<file path="src/rtl/ex_div_seq_pkg.sv">
// Shared definitions for the EX-stage sequential divider.
package ex_div_seq_pkg;

  localparam int unsigned DivWidth = 32;
  localparam int unsigned DivCntW  = 6;

  // Divider sequencer states
  typedef enum logic [1:0] {
    DivFree   = 2'b00,
    DivByZero = 2'b01,
    DivOn     = 2'b10,
    DivEnd    = 2'b11
  } div_state_e;

  localparam logic DivResultReady    = 1'b1;
  localparam logic DivResultNotReady = 1'b0;
  localparam logic DivStart          = 1'b1;
  localparam logic DivStop           = 1'b0;
  localparam logic RstEnable         = 1'b1;

  localparam logic [DivWidth-1:0] ZeroWord = '0;

  // Bit of the pipeline controller's stall vector driven by the EX stage
  localparam int unsigned StallIdxEx = 3;

endpackage

</file>
<file path="src/rtl/ex_div_seq_div_step.sv">
// One restoring-division iteration: shift in the next dividend bit, trial-subtract.
module ex_div_seq_div_step
  import ex_div_seq_pkg::*;
#(
  parameter int unsigned WIDTH = DivWidth
) (
  input  logic [WIDTH-1:0] rem_i,
  input  logic [WIDTH-1:0] dvd_i,
  input  logic [WIDTH-1:0] divisor_i,
  output logic [WIDTH-1:0] rem_o,
  output logic [WIDTH-1:0] dvd_o
);

  logic [WIDTH:0] shifted;
  logic [WIDTH:0] trial;

  // Partial remainder needs one extra bit before subtraction; MSB of trial is its sign
  always_comb begin
    shifted = {rem_i, dvd_i[WIDTH-1]};
    trial   = shifted - {1'b0, divisor_i};
    if (!trial[WIDTH]) begin
      rem_o = trial[WIDTH-1:0];
      dvd_o = {dvd_i[WIDTH-2:0], 1'b1};
    end else begin
      rem_o = shifted[WIDTH-1:0];
      dvd_o = {dvd_i[WIDTH-2:0], 1'b0};
    end
  end

endmodule

</file>
<file path="src/rtl/ex_div_seq.sv">
// Multi-cycle radix-2 restoring divider for DIV/DIVU; returns {remainder, quotient}.
module ex_div_seq
  import ex_div_seq_pkg::*;
#(
  parameter int unsigned WIDTH = DivWidth,
  parameter int unsigned CNT_W = DivCntW
) (
  input  logic                 clk,
  input  logic                 rst,
  input  logic                 signed_div_i,
  input  logic [WIDTH-1:0]     opdata1_i,
  input  logic [WIDTH-1:0]     opdata2_i,
  input  logic                 start_i,
  input  logic                 annul_i,
  output logic [2*WIDTH-1:0]   result_o,
  output logic                 ready_o,
  output logic                 stall_req_o
);

  div_state_e         state_q, state_d;
  logic [WIDTH-1:0]   rem_q, rem_d;
  logic [WIDTH-1:0]   dvd_q, dvd_d;
  logic [WIDTH-1:0]   dsr_q, dsr_d;
  logic [CNT_W-1:0]   cnt_q, cnt_d;
  logic               sgn_q, sgn_d;
  logic               neg1_q, neg1_d;
  logic               neg2_q, neg2_d;
  logic [2*WIDTH-1:0] result_d;
  logic               ready_d;

  logic [WIDTH-1:0]   step_rem, step_dvd;
  logic [WIDTH-1:0]   mag1, mag2;
  logic [WIDTH-1:0]   quo_fix, rem_fix;

  ex_div_seq_div_step #(.WIDTH(WIDTH)) u_step (
    .rem_i     (rem_q),
    .dvd_i     (dvd_q),
    .divisor_i (dsr_q),
    .rem_o     (step_rem),
    .dvd_o     (step_dvd)
  );

  // Pipeline must hold EX while an accepted request has no result yet
  assign stall_req_o = start_i & ~ready_o & ~annul_i;

  // Next-state, datapath and output computation
  always_comb begin
    state_d  = state_q;
    rem_d    = rem_q;
    dvd_d    = dvd_q;
    dsr_d    = dsr_q;
    cnt_d    = cnt_q;
    sgn_d    = sgn_q;
    neg1_d   = neg1_q;
    neg2_d   = neg2_q;
    result_d = result_o;
    ready_d  = ready_o;

    mag1    = (signed_div_i && opdata1_i[WIDTH-1]) ? -opdata1_i : opdata1_i;
    mag2    = (signed_div_i && opdata2_i[WIDTH-1]) ? -opdata2_i : opdata2_i;
    quo_fix = (sgn_q && (neg1_q ^ neg2_q)) ? -step_dvd : step_dvd;
    rem_fix = (sgn_q && neg1_q) ? -step_rem : step_rem;

    case (state_q)
      DivFree: begin
        ready_d  = DivResultNotReady;
        result_d = '0;
        if (start_i == DivStart && !annul_i) begin
          if (opdata2_i == '0) begin
            state_d = DivByZero;
          end else begin
            state_d = DivOn;
            dvd_d   = mag1;
            dsr_d   = mag2;
            rem_d   = '0;
            cnt_d   = '0;
            sgn_d   = signed_div_i;
            neg1_d  = opdata1_i[WIDTH-1];
            neg2_d  = opdata2_i[WIDTH-1];
          end
        end
      end
      DivByZero: begin
        result_d = '0;
        if (annul_i) begin
          state_d = DivFree;
          ready_d = DivResultNotReady;
        end else begin
          state_d = DivEnd;
          ready_d = DivResultReady;
        end
      end
      DivOn: begin
        if (annul_i) begin
          state_d  = DivFree;
          ready_d  = DivResultNotReady;
          result_d = '0;
        end else begin
          rem_d = step_rem;
          dvd_d = step_dvd;
          cnt_d = cnt_q + CNT_W'(1);
          if (cnt_q == CNT_W'(WIDTH - 1)) begin
            state_d  = DivEnd;
            ready_d  = DivResultReady;
            result_d = {rem_fix, quo_fix};
          end
        end
      end
      DivEnd: begin
        if (annul_i || start_i == DivStop) begin
          state_d  = DivFree;
          ready_d  = DivResultNotReady;
          result_d = '0;
        end
      end
      default: begin
        state_d  = DivFree;
        ready_d  = DivResultNotReady;
        result_d = '0;
      end
    endcase
  end

  // State and datapath registers, synchronous reset
  always_ff @(posedge clk) begin
    if (rst == RstEnable) begin
      state_q  <= DivFree;
      rem_q    <= '0;
      dvd_q    <= '0;
      dsr_q    <= '0;
      cnt_q    <= '0;
      sgn_q    <= 1'b0;
      neg1_q   <= 1'b0;
      neg2_q   <= 1'b0;
      result_o <= '0;
      ready_o  <= DivResultNotReady;
    end else begin
      state_q  <= state_d;
      rem_q    <= rem_d;
      dvd_q    <= dvd_d;
      dsr_q    <= dsr_d;
      cnt_q    <= cnt_d;
      sgn_q    <= sgn_d;
      neg1_q   <= neg1_d;
      neg2_q   <= neg2_d;
      result_o <= result_d;
      ready_o  <= ready_d;
    end
  end

endmodule

</file>
<file path="config.mk">
export PLATFORM = sky130hd
export DESIGN_NAME = ex_div_seq
export DESIGN_NICKNAME = d
export VERILOG_FILES = /design/src/rtl/ex_div_seq_pkg.sv /design/src/rtl/ex_div_seq_div_step.sv /design/src/rtl/ex_div_seq.sv
export SDC_FILE = /design/constraint.sdc
export NUM_CORES = 1
export LEC_CHECK = 0
export ABC_AREA = 1
export CELL_PAD_IN_SITES_DETAIL_PLACEMENT = 0
export CELL_PAD_IN_SITES_GLOBAL_PLACEMENT = 2
export CORE_MARGIN = 2
export CORE_UTILIZATION = 33
export CTS_CLUSTER_SIZE = 25
export DETAILED_ROUTE_END_ITERATION = 7
export PLACE_DENSITY_LB_ADDON = 0.1
export SLEW_MARGIN = 20
export SYNTH_ARGS = -nofsm -noshare
export SYNTH_HDL_FRONTEND = slang
export SYNTH_SLANG_ARGS = --single-unit
</file>
<file path="constraint.sdc">
create_clock -name clk -period 10 [get_ports clk]
set_input_delay 3 -clock clk [delete_from_list [all_inputs] [get_ports clk]]
set_output_delay 3 -clock clk [all_outputs]
set_load 0.05 [all_outputs]
</file>
[Yosys cells after proc, flatten, opt, wreduce, memory -nomap -nowiden]
Index checks and enable logic that the tools add are counted.
Storage, ports and cells
  logic and storage cells: 81
  input port bits: 69
  flip-flop bits (word level): 172
Operators by class
  reductions and logical operators: 15
  equality and inequality tests: 9
  add/subtract/negate cells: 6
  muxes and demuxes: 34
  bitwise logic cells: 7
Operator list (count)
  32-bit 2-to-1 mux: 11
  64-bit 2-to-1 mux: 3
  64-bit case mux with 3 select lines: 1
  32-bit negator: 4
  32-bit case mux with 2 select lines: 2
  33-bit by 32-bit subtractor with 33-bit output: 1
  32-bit zero test: 1
  6-bit 2-to-1 mux: 3
  2-bit 2-to-1 mux: 6
  6-bit case mux with 2 select lines: 1
  2-bit inequality test (second input constant): 4
  2-bit case mux with 4 select lines: 1
  6-bit by 1-bit adder with 6-bit output (second input constant): 1
  6-bit by 5-bit == test with 1-bit output (second input constant): 1
  3-bit AND reduction: 2
  1-bit logical AND: 5
  1-bit 2-to-1 mux: 5
  2-bit == test (second input constant): 2
  1-bit inverter: 4
  1-bit case mux with 4 select lines: 1
  4-bit AND reduction: 1
  3-bit inequality test (second input constant): 1
  1-bit AND: 2
  2-bit by 1-bit == test with 1-bit output (second input constant): 1
  7 further kinds: 7

[Logic depth before layout (Yosys ltp)]
Gate-level depths: netlist of the first run.
  word-level depth: 7
  mapped depth: 30
  depth with buffers taken out: 28

[Hierarchy]
Synthesis of the first run repeated with hierarchy kept, for this count alone.
Second synthesis, totals
  cells, all modules: 2349
  area, all modules: 13513.0 µm²
Modules (own cells, without submodules)
  ex_div_seq: area an instance 10129.7 µm², cells an instance 1638, instances 1
  ex_div_seq_div_step: area an instance 3383.2 µm², cells an instance 711, instances 1

[Worst setup path after synthesis of the first run]
OpenSTA, ideal clock, no wires.
  path type: in2out
  start point: input annul_i
  end point: output stall_req_o
  stages: 3
  data arrival time: 3.769 ns
  path slack: 3.231 ns
  data required time: 7.000 ns
  buffers on the path: 0
  path through: inv_1 > nand2_1 > nor2_1
Between the ends
  cells in the longest elaborated chain, start to end: 2
RTL lines
  from (decl): RTL line ex_div_seq.sv:14  | input logic annul_i,
  1-bit inverter: RTL line ex_div_seq.sv:44  | assign stall_req_o = start_i & ~ready_o & ~annul_i;
  1-bit AND: RTL line ex_div_seq.sv:44
  to (decl): RTL line ex_div_seq.sv:17  | output logic stall_req_o
Every way passes these cells.

[Worst setup path after layout of the first run]
Ends and elaborated chain as after synthesis.

==> metrics.md, run 1 <==
| Metric | Value |
|---|---|
| Global-route wire length before repair | 71.9 mm |
| Area Overhead vs Synth | 17.4% |
| DRC | 0 |
| Resize count post-CTS | 0 |
| Seq cells post-synth | 172 |
| Final Skew | 0.0117 ns |
| Crit-path cells | clkdlybuf4s50_1 -> inv_1 -> nand2_1 -> nor2_1 -> clkdlybuf4s50_1 |
| Status | completed |
| Min Hold Slack | 0.462 ns |
| ANT nets after route | 0 |
| Initial antenna violation count | 2 |
| Skew-Pair Late Insertion Delay | 0.45 ns |
| Worst-path maximum fanout | 3 |
| R2r setup slk | 5.00 ns |
| DP HPWL | 36.2 mm |
| Kind of cell adding the most delay to the critical path | buffers and inverters |
| Area fraction of the dominant cell type after synthesis | 26.2% |
| Number of port buffers | 134 |
| Total CTS buffers | 17 |
| Core Area | 39500 um2 |
| Setup Crit Path Kind | in2out |
| Via/cell ratio | 4.86 |
| Largest net degree at the start of global routing | 88 |
| RR Endpoint | result_o[28] |
| Worst Path Buf+Inv | 3 |
| Final #Nets | 2427 |
| Met1 usage | 29.3% |
| N_diodes | 0 |
| Met3 Use GR | 2.29% |
| VDD IR max | 0.122 mV |
| Cell Pwr Density | 174 nW/um2 |
| TritonCTS clock tree | yes |
| Mapped cell area | 13200 um2 |
| Post-Syn Instances | 2229 |
| Setup Fix Bufs, Post-CTS | 0 |
| Initial core utilization | 33.3% |
| Yosys warns | 0 |
| Row count | 73 |
| # setup viols final | 0 |
| Final Max Tran Viols | 0 |
| Ports | 135 |
| FF-to-FF Start | dvd_q[31] |
| WL final | 46.1 mm |
| GRT busiest layer | met2 |
| Crit path capture type | output port |
| Static Leakage | 0.00728 uW |
| H-tree Lvls | 4 |
| Arrival time worst endpoint | 4.51 ns |
| CP max stage delay | 0.81 ns |
| Hold Buf Count CTS | 0 |
| Ys flop type | dfxtp_1 |
| EDFF count, synth | 0 |
| Largest area contributor in the netlist | dfxtp_1 |
| GR Overflow Total | 0 |
| FMAX | 133 MHz |
| Final Critical Period | 7.51 ns |
| Slowest CP cell | clkdlybuf4s50_1 |
| Setup TNS | 0 ns |
| Worst relative slew slack | 34.1% |
| Root buf cell | clkbuf_16 |
| RSZ-0062 raised after global routing | false |
| Initial DRC Count | 957 |
| Total track usage | 22.3% |
| Startpoint Class | primary input |
| Max Root-Sink Buffers | 2 |
| Met2 Use GR | 38.4% |
| Worst-path clk slew | 0.07 ns |
| Via count | 13853 |
| CTS sink count | 172 |
| Sequential fraction of the synthesis area | 26.2% |
| MaxCap Viol Count | 0 |
| Cells on worst reg2reg path | 28 |
| Measured slew at the worst slew-check pin | 0.988 ns |
| WL/cell | 16.2 um |
| Ys async rst share | 0% |
| Vias in the first global route | 13113 |
| Total iterations of the first detailed-routing run | 5 |
| Hold wc startpoint | cnt_q[2] |
| Die Wd | 204 um |
| Number of distinct library cells after synthesis | 48 |
| Hold Path Class | reg2reg |
| Hold Crit Depth | 2 |
| Top cells by area, synth | dfxtp_1 26%, nand2_1 22%, inv_1 8.2%, a21oi_1 6.8%, nand3_1 6.1% |
| RePlAce Congestion | 0.859 |
| Worst path most repeated cell | clkdlybuf4s50_1 |
| Syn avg cell area | 5.90 um2 |
| Full die area | 41500 um2 |
| Die height | 204 um |
| Hold Vio Cnt, Final | 0 |
| Required time of the critical path | 7.00 ns |
| Hold path endpoint | cnt_q[2] |
| Final Cycle Share | 75.1% |
| Mapped Nets | 2340 |
| Layout cell share with drive strength beyond 1 | 5.41% |
-- logic make-up (layout without fill, tap and decap cells) --
group	Yosys count	after routing	share of synthesized area (%)
adder cells (fa/ha/maj)	42	42	4.05
buffers and inverters	368	467	11.4
AO/OA/AOI/OAI	316	316	12.9
AND/OR/NAND/NOR	1256	1256	40.5
flip-flops	172	172	26.2
XOR/XNOR	75	75	4.99
-- metrics by stage --
step	area [um2]	setup slack, ns	power, uW	utilization, %	std cells
after CTS	15500	2.49	2710	39.1	2853
after global routing	15500	2.40	2880	39.1	2853
after global placement	14900	2.51	2000	37.6	2822
after floorplan	13200	3.23	1640	-	2229
after detailed placement	14900	2.49	2000	37.6	2822
final	15500	2.49	2690	39.1	2853
-- synthesized netlist by cell type (3+ instances only) --
master / n
o221ai_1: 3
dfxtp_1: 172
nor2_1: 173
nand2_4: 6
a21oi_1: 180
nor2_4: 3
nor3_1: 28
nor4_1: 9
inv_2: 4
o31ai_1: 3
a31oi_1: 27
xnor2_1: 32
buf_4: 7
o21ai_0: 79
ha_1: 41
clkbuf_1: 52
nand3_2: 3
a21o_1: 4
or2_2: 11
a2bb2oi_1: 5
nand3b_1: 7
xor2_1: 43
nand2_1: 783
o21ai_1: 3
buf_2: 8
buf_6: 5
nand3_1: 160
o211ai_1: 4
nand2_2: 34
nand4_1: 18
nor2_2: 14
inv_1: 287
-- routing by layer --
layer / share of wire, % / vias up
met3: 3.2 / 47
met1: 47 / 6332
li1: - / 7226
met5: 0 / -
met4: 2.6 / 0
met2: 47 / 248
-- placed cells by master (no fill, tap or decap), drive strengths merged, types with 3 or more instances in the layout --
cell type,Yosys,final
ha,41,41
clkinv,2,5
clkbuf,52,20
nand3b,7,7
nand3,165,165
inv,291,295
o31ai,3,3
xnor2,32,32
nor2,190,190
a31oi,27,27
a21o,4,4
buf,23,10
xor2,43,43
a21oi,182,182
dfxtp,172,172
nor4,9,9
nand4,18,18
a2bb2oi,5,5
or2,12,12
o221ai,3,3
o211ai,4,4
nor3,28,28
nand2,824,824
clkdlybuf4s50,0,133
o21ai,82,82
-- sequential cells by signal, indices dropped and copies added (netlist names) --
signal    flops
dsr_q        32
result_o     64
state_q       2
ready_o       1
sgn_q         1
neg2_q        1
dvd_q        32
rem_q        32
neg1_q        1
cnt_q         6
-- worst max path at each step --
| stage | startpoint | to | slack (ns) | depth (start not counted) |
|---|---|---|---|---|
| 6_report | annul_i | stall_req_o | 2.49 | 5 |
| 2_1_floorplan | annul_i | stall_req_o | 3.23 | 3 |
| 4_1_cts | annul_i | stall_req_o | 2.49 | 5 |
| 3_5_place_dp | annul_i | stall_req_o | 2.49 | 5 |
| 5_1_grt | annul_i | stall_req_o | 2.40 | 5 |
| 3_3_place_gp | annul_i | stall_req_o | 2.51 | 5 |
-- area by class of cell --
| class | instances | area [um2] |
|---|---|---|
| fill | 4430 | 24100 |
| multi-input combinational | 1689 | 8250 |
| sequential | 172 | 3440 |
| timing repair buffer | 143 | 1410 |
| inverter | 293 | 1100 |
| tap | 525 | 657 |
| clock buffer | 20 | 467 |
| clock inverter | 11 | 133 |
-- worst min-delay path: stages, from the launching register on --
cell,delay [ns]
dfxtp_1,0.32
inv_1,0.05
a21oi_1,0.05
-- report_power, final --
group	internal (uW)	switching, uW
Sequential	738	48.1
Combinational	357	844
Clock	391	310
No activity file was read; power rests on OpenSTA's default activity.
==> run 2: changes to the inputs <==
CORE_UTILIZATION = 28   (was 33)
clock period = 6.7 ns   (was 10 ns; I/O delays follow)
==> metrics.md, run 2 (synthesis gave the netlist of run 1 again) <==
| Metric | Value |
|---|---|
| Largest net degree at the start of global routing | 75 |
| RePlAce Congestion | 0.874 |
| DRC | 0 |
| Startpoint Class | primary input |
| Setup TNS | 0 ns |
| Initial antenna violation count | 0 |
| Pre-CTS setup slack | 1.10 ns |
| Filler cell count | 5310 |
| WL/cell | 16.7 um |
| Total CTS buffers | 17 |
| CTS sink count | 172 |
| Arrival time worst endpoint | 3.51 ns |
| Full die area | 48800 um2 |
| FF-to-FF Start | dvd_q[31] |
| Final #Nets | 2429 |
| Core Area | 46500 um2 |
| Worst-path clk slew | 0.07 ns |
| Hold path endpoint | result_o[59] |
| Worst-path maximum fanout | 3 |
| Row count | 79 |
| Hold wc startpoint | result_o[59] |
| Cell Pwr Density | 258 nW/um2 |
| Hold Vio Cnt, Final | 0 |
| Die height | 221 um |
| Initial DRC Count | 839 |
| Final Max Tran Viols | 0 |
| Total power | 4010 uW |
| Via/cell ratio | 4.70 |
| Global-route wire length before repair | 75.9 mm |
| Vias in the first global route | 13176 |
| Final Critical Period | 5.52 ns |
| N_diodes | 0 |
| Root buf cell | clkbuf_16 |
| Layout cell share with drive strength beyond 1 | 5.45% |
| Final design utilization | 33.5% |
| RR Endpoint | result_o[30] |
| FMAX | 181 MHz |
| TritonCTS clock tree | yes |
| Area Overhead vs Synth | 18.1% |
| Hold Path Class | reg2reg |
| Hold Buf Count CTS | 0 |
| Initial core utilization | 28.3% |
| Max reg flops | 64 |
| WL final | 48.9 mm |
| VDD IR max | 0.202 mV |
| Number of port buffers | 134 |
| Skew-Pair Late Insertion Delay | 0.49 ns |
| Commonest non-fill, non-tap cell in the layout | nand2_1 |
| Setup Crit Path Kind | in2out |
| Final Cycle Share | 82.4% |
| ANT nets after route | 0 |
| DP HPWL | 38.6 mm |
| RSZ-0062 raised after global routing | false |
| Status | completed |
| GR Overflow Total | 0 |
| Cells on worst reg2reg path | 28 |
| Total iterations of the first detailed-routing run | 5 |
| Required time of the critical path | 4.69 ns |
| Worst relative slew slack | 34.8% |
| # setup viols final | 0 |
| MaxCap Viol Count | 0 |
| Area of the multi-input gates | 8250 um2 |
| FF/Latch Area | 3440 um2 |
| Hold Crit Depth | 2 |
| Final Skew | 0.0104 ns |
| Final WS setup | 1.18 ns |
| Ports | 135 |
| Max Root-Sink Buffers | 2 |
| Setup Fix Bufs, Post-CTS | 0 |
| Crit path capture type | output port |
| Die Wd | 221 um |
| Measured slew at the worst slew-check pin | 0.977 ns |
| Cell area after layout | 15500 um2 |
| Resize count post-CTS | 0 |
| Static Leakage | 0.00727 uW |
| Commonest non-fill, non-tap cells in the layout | 782 x nand2_1, 286 x inv_1, 180 x a21oi_1 |
| H-tree Lvls | 4 |
| Placed Instance Area | 15000 um2 |
| Total track usage | 20.7% |
| Most flops, register | result_o |
| Via count | 13807 |
| R2r setup slk | 1.63 ns |
run 2: cell count changes in the layout (fill, tap and decap cells not counted), sizes merged:
| cell | previous run | this run |
|---|---|---|
| buf | 10 | 12 |
| clkinv | 5 | 7 |
| bufinv | 2 | 1 |
| clkinvlp | 2 | 1 |
| inv | 295 | 296 |
run 2: how the worst max path moves through the flow:
stage                  from  slack [ns]  cells past startpoint            to
6_report            annul_i        1.18                      5   stall_req_o
5_1_grt           dvd_q[31]        0.97                     28  result_o[28]
4_1_cts             annul_i        1.16                      5   stall_req_o
3_5_place_dp   opdata2_i[0]        1.10                     18      cnt_q[5]
3_3_place_gp   opdata2_i[0]        1.18                     18      cnt_q[5]
2_1_floorplan       annul_i        1.91                      3   stall_req_o
run 2: metrics by stage:
step / std cells / hold slack (ns)
3_3_place_gp: 2906 / 0.446
3_5_place_dp: 2906 / 0.456
4_1_cts: 2938 / 0.467
5_1_grt: 2938 / 0.481
2_1_floorplan: 2229 / 0.430
6_report: 2938 / 0.463
run 2: layout make-up:
cell class	count	area share [%]
multi-input cells	1689	53.0
flip-flops and latches	172	22.2
repair buffers	145	9.14
inverters	293	7.07
well taps	607	4.89
clock buffers	20	2.87
clock inverters	12	0.829
run 2: worst max-delay path: stages:
cell	delay (ns)
clkdlybuf4s50_1	0.43
inv_1	0.09
nand2_1	0.09
nor2_1	0.09
clkdlybuf4s50_1	0.80
run 2: metal layers:
layer / routed length, um / GRT usage, %
met1: 23400 / 27.2
met2: 22700 / 33.9
met3: 1530 / 3.59
met4: 1290 / 7.04
met5: 0 / 0
run 2: power breakdown:
| group | internal [uW] | leakage, uW | switching (uW) |
|---|---|---|---|
| logic | 537 | 0.00560 | 1270 |
| clock network | 533 | 0.000281 | 490 |
| registers | 1100 | 0.00139 | 77.7 |
| total | 2170 | 0.00727 | 1840 |
==> run 3: changes to the inputs <==
CORE_UTILIZATION = 31   (was 28)
clock period = 5.3 ns   (was 6.7 ns; I/O delays follow)
==> metrics.md, run 3 (synthesis gave the netlist of run 1 again) <==
| Metric | Value |
|---|---|
| Initial antenna violation count | 0 |
| ANT nets after route | 0 |
| Required time of the critical path | 3.71 ns |
| Measured slew at the worst slew-check pin | 1.02 ns |
| Setup Crit Path Kind | in2out |
| Slowest CP cell | clkdlybuf4s50_1 |
| Total iterations of the first detailed-routing run | 5 |
| Largest net degree at the start of global routing | 77 |
| Status | completed |
| Core Area | 41900 um2 |
| Filler cell count | 4687 |
| Ports | 135 |
| Worst relative slew slack | 31.9% |
| Total power | 5110 uW |
| Min Hold Slack | 0.463 ns |
| Total CTS buffers | 17 |
| Wl on met1 | 22.7 mm |
| DRC | 0 |
| GR Overflow Total | 0 |
| Row count | 75 |
| Hold wc startpoint | result_o[59] |
| Hold path endpoint | result_o[59] |
| Via count | 13872 |
| Final #Nets | 2433 |
| WL/cell | 16.5 um |
| Cells on worst reg2reg path | 28 |
| Total track usage | 21.8% |
| Layout cell share with drive strength beyond 1 | 5.65% |
| FF/Latch Area | 3440 um2 |
| Hold Buf Count CTS | 0 |
| Cell Pwr Density | 329 nW/um2 |
| Area Overhead vs Synth | 18.0% |
| Commonest non-fill, non-tap cells in the layout | 782 x nand2_1, 285 x inv_1, 180 x a21oi_1 |
| Arrival time worst endpoint | 3.08 ns |
| Full die area | 44100 um2 |
| Worst path most repeated cell | clkdlybuf4s50_1 |
| Area of the multi-input gates | 8250 um2 |
| Static Leakage | 0.00729 uW |
| WL final | 47.5 mm |
| Final Max Tran Viols | 0 |
| R2r setup slk | 0.69 ns |
| Vias in the first global route | 13180 |
| Worst-path clk slew | 0.06 ns |
| Final Skew | 0.0239 ns |
| Resize count post-CTS | 0 |
| # setup viols final | 0 |
| Worst Path Buf+Inv | 3 |
| FF-to-FF Start | dvd_q[31] |
| VDD IR max | 0.213 mV |
| Die Wd | 210 um |
| RSZ-0062 raised after global routing | false |
| Root buf cell | clkbuf_16 |
| Hold Vio Cnt, Final | 0 |
| Initial DRC Count | 870 |
| Post-Layout Cell Count | 2874 |
| Die height | 210 um |
| Startpoint Class | primary input |
| Placed Cells | 2842 |
| Commonest non-fill, non-tap cell in the layout | nand2_1 |
| DP HPWL | 37.6 mm |
| CTS sink count | 172 |
| RePlAce Congestion | 0.865 |
| Crit path capture type | output port |
| Via/cell ratio | 4.83 |
| N_diodes | 0 |
| CP max stage delay | 0.81 ns |
| Max reg flops | 64 |
| Max Root-Sink Buffers | 2 |
| TritonCTS clock tree | yes |
| Setup TNS | 0 ns |
| Hold Path Class | reg2reg |
| Final Cycle Share | 88.1% |
| Number of port buffers | 134 |
| Most flops, register | result_o |
| Top Metal Used | met4 |
| Critical Path Stages | 5 |
| Kind of cell adding the most delay to the critical path | buffers and inverters |
| Met2 wire len | 23.0 mm |
| FMAX | 214 MHz |
| Hold Crit Depth | 2 |
| RR Endpoint | result_o[28] |
| Crit-path cells | clkdlybuf4s50_1 -> inv_1 -> nand2_1 -> nor2_1 -> clkdlybuf4s50_1 |
| H-tree Lvls | 4 |
| Setup Fix Bufs, Post-CTS | 0 |
| MaxCap Viol Count | 0 |
| Initial core utilization | 31.4% |
| Final Critical Period | 4.67 ns |
| Global-route wire length before repair | 74.4 mm |
| Worst-path maximum fanout | 3 |
| Routed wl met3 | 1.23 mm |
| Skew-Pair Late Insertion Delay | 0.47 ns |
[run 3: cell count changes in the layout (fill, tap and decap cells not counted), sizes merged]
cell and delta:
buf +4, bufinv +1, clkbuf +2, clkinv -2, clkinvlp +2, inv -3
[run 3: worst max path at each step]
stage / start / end / slack, ns
global route: dvd_q[31] / result_o[30] / 0.19
floorplan: dvd_q[31] / result_o[28] / 1.29
global placement: opdata2_i[0] / cnt_q[5] / 0.58
finish: annul_i / stall_req_o / 0.63
CTS: annul_i / stall_req_o / 0.61
detailed placement: opdata2_i[1] / cnt_q[5] / 0.49
[run 3: worst register-to-register path: cells and delay by family, from the launching register on]
family                   cells  cell delay [ns]
AND/OR/NAND/NOR             17             2.41
adder cells (fa/ha/maj)      3             0.77
AO/OA/AOI/OAI                4             0.61
flip-flops                   1             0.34
buffers and inverters        4             0.33
[run 3: power by group]
group	switching (uW)	internal (uW)
clock	591	752
combinational	1590	690
sequential	94.5	1390
total	2280	2840
[run 3: metrics by stage]
| stage | cell area (um2) | worst slack [ns] | utilization [%] |
|---|---|---|---|
| after floorplan | 13200 | 1.29 | - |
| after global placement | 14900 | 0.575 | 35.6 |
| after detailed placement | 14900 | 0.492 | 35.6 |
| after CTS | 15500 | 0.613 | 37.0 |
| after global routing | 15500 | 0.186 | 37.0 |
| final | 15500 | 0.631 | 37.0 |
[run 3: per-layer routing]
| metal | track usage, % | vias up |
|---|---|---|
| li1 | - | 7248 |
| met1 | 29.0 | 6395 |
| met2 | 38.0 | 198 |
| met3 | 2.38 | 31 |
| met4 | 4.94 | 0 |
| met5 | 0 | - |
[run 3: cell type report]
type                            count  share of cell area (%)
Clock buffer                       22                    3.12
Clock inverter                     10                   0.814
Inverter                          293                    7.08
Multi-Input combinational cell   1689                    53.1
Sequential cell                   172                    22.2
Tap cell                          539                    4.34
Timing Repair Buffer              149                    9.35
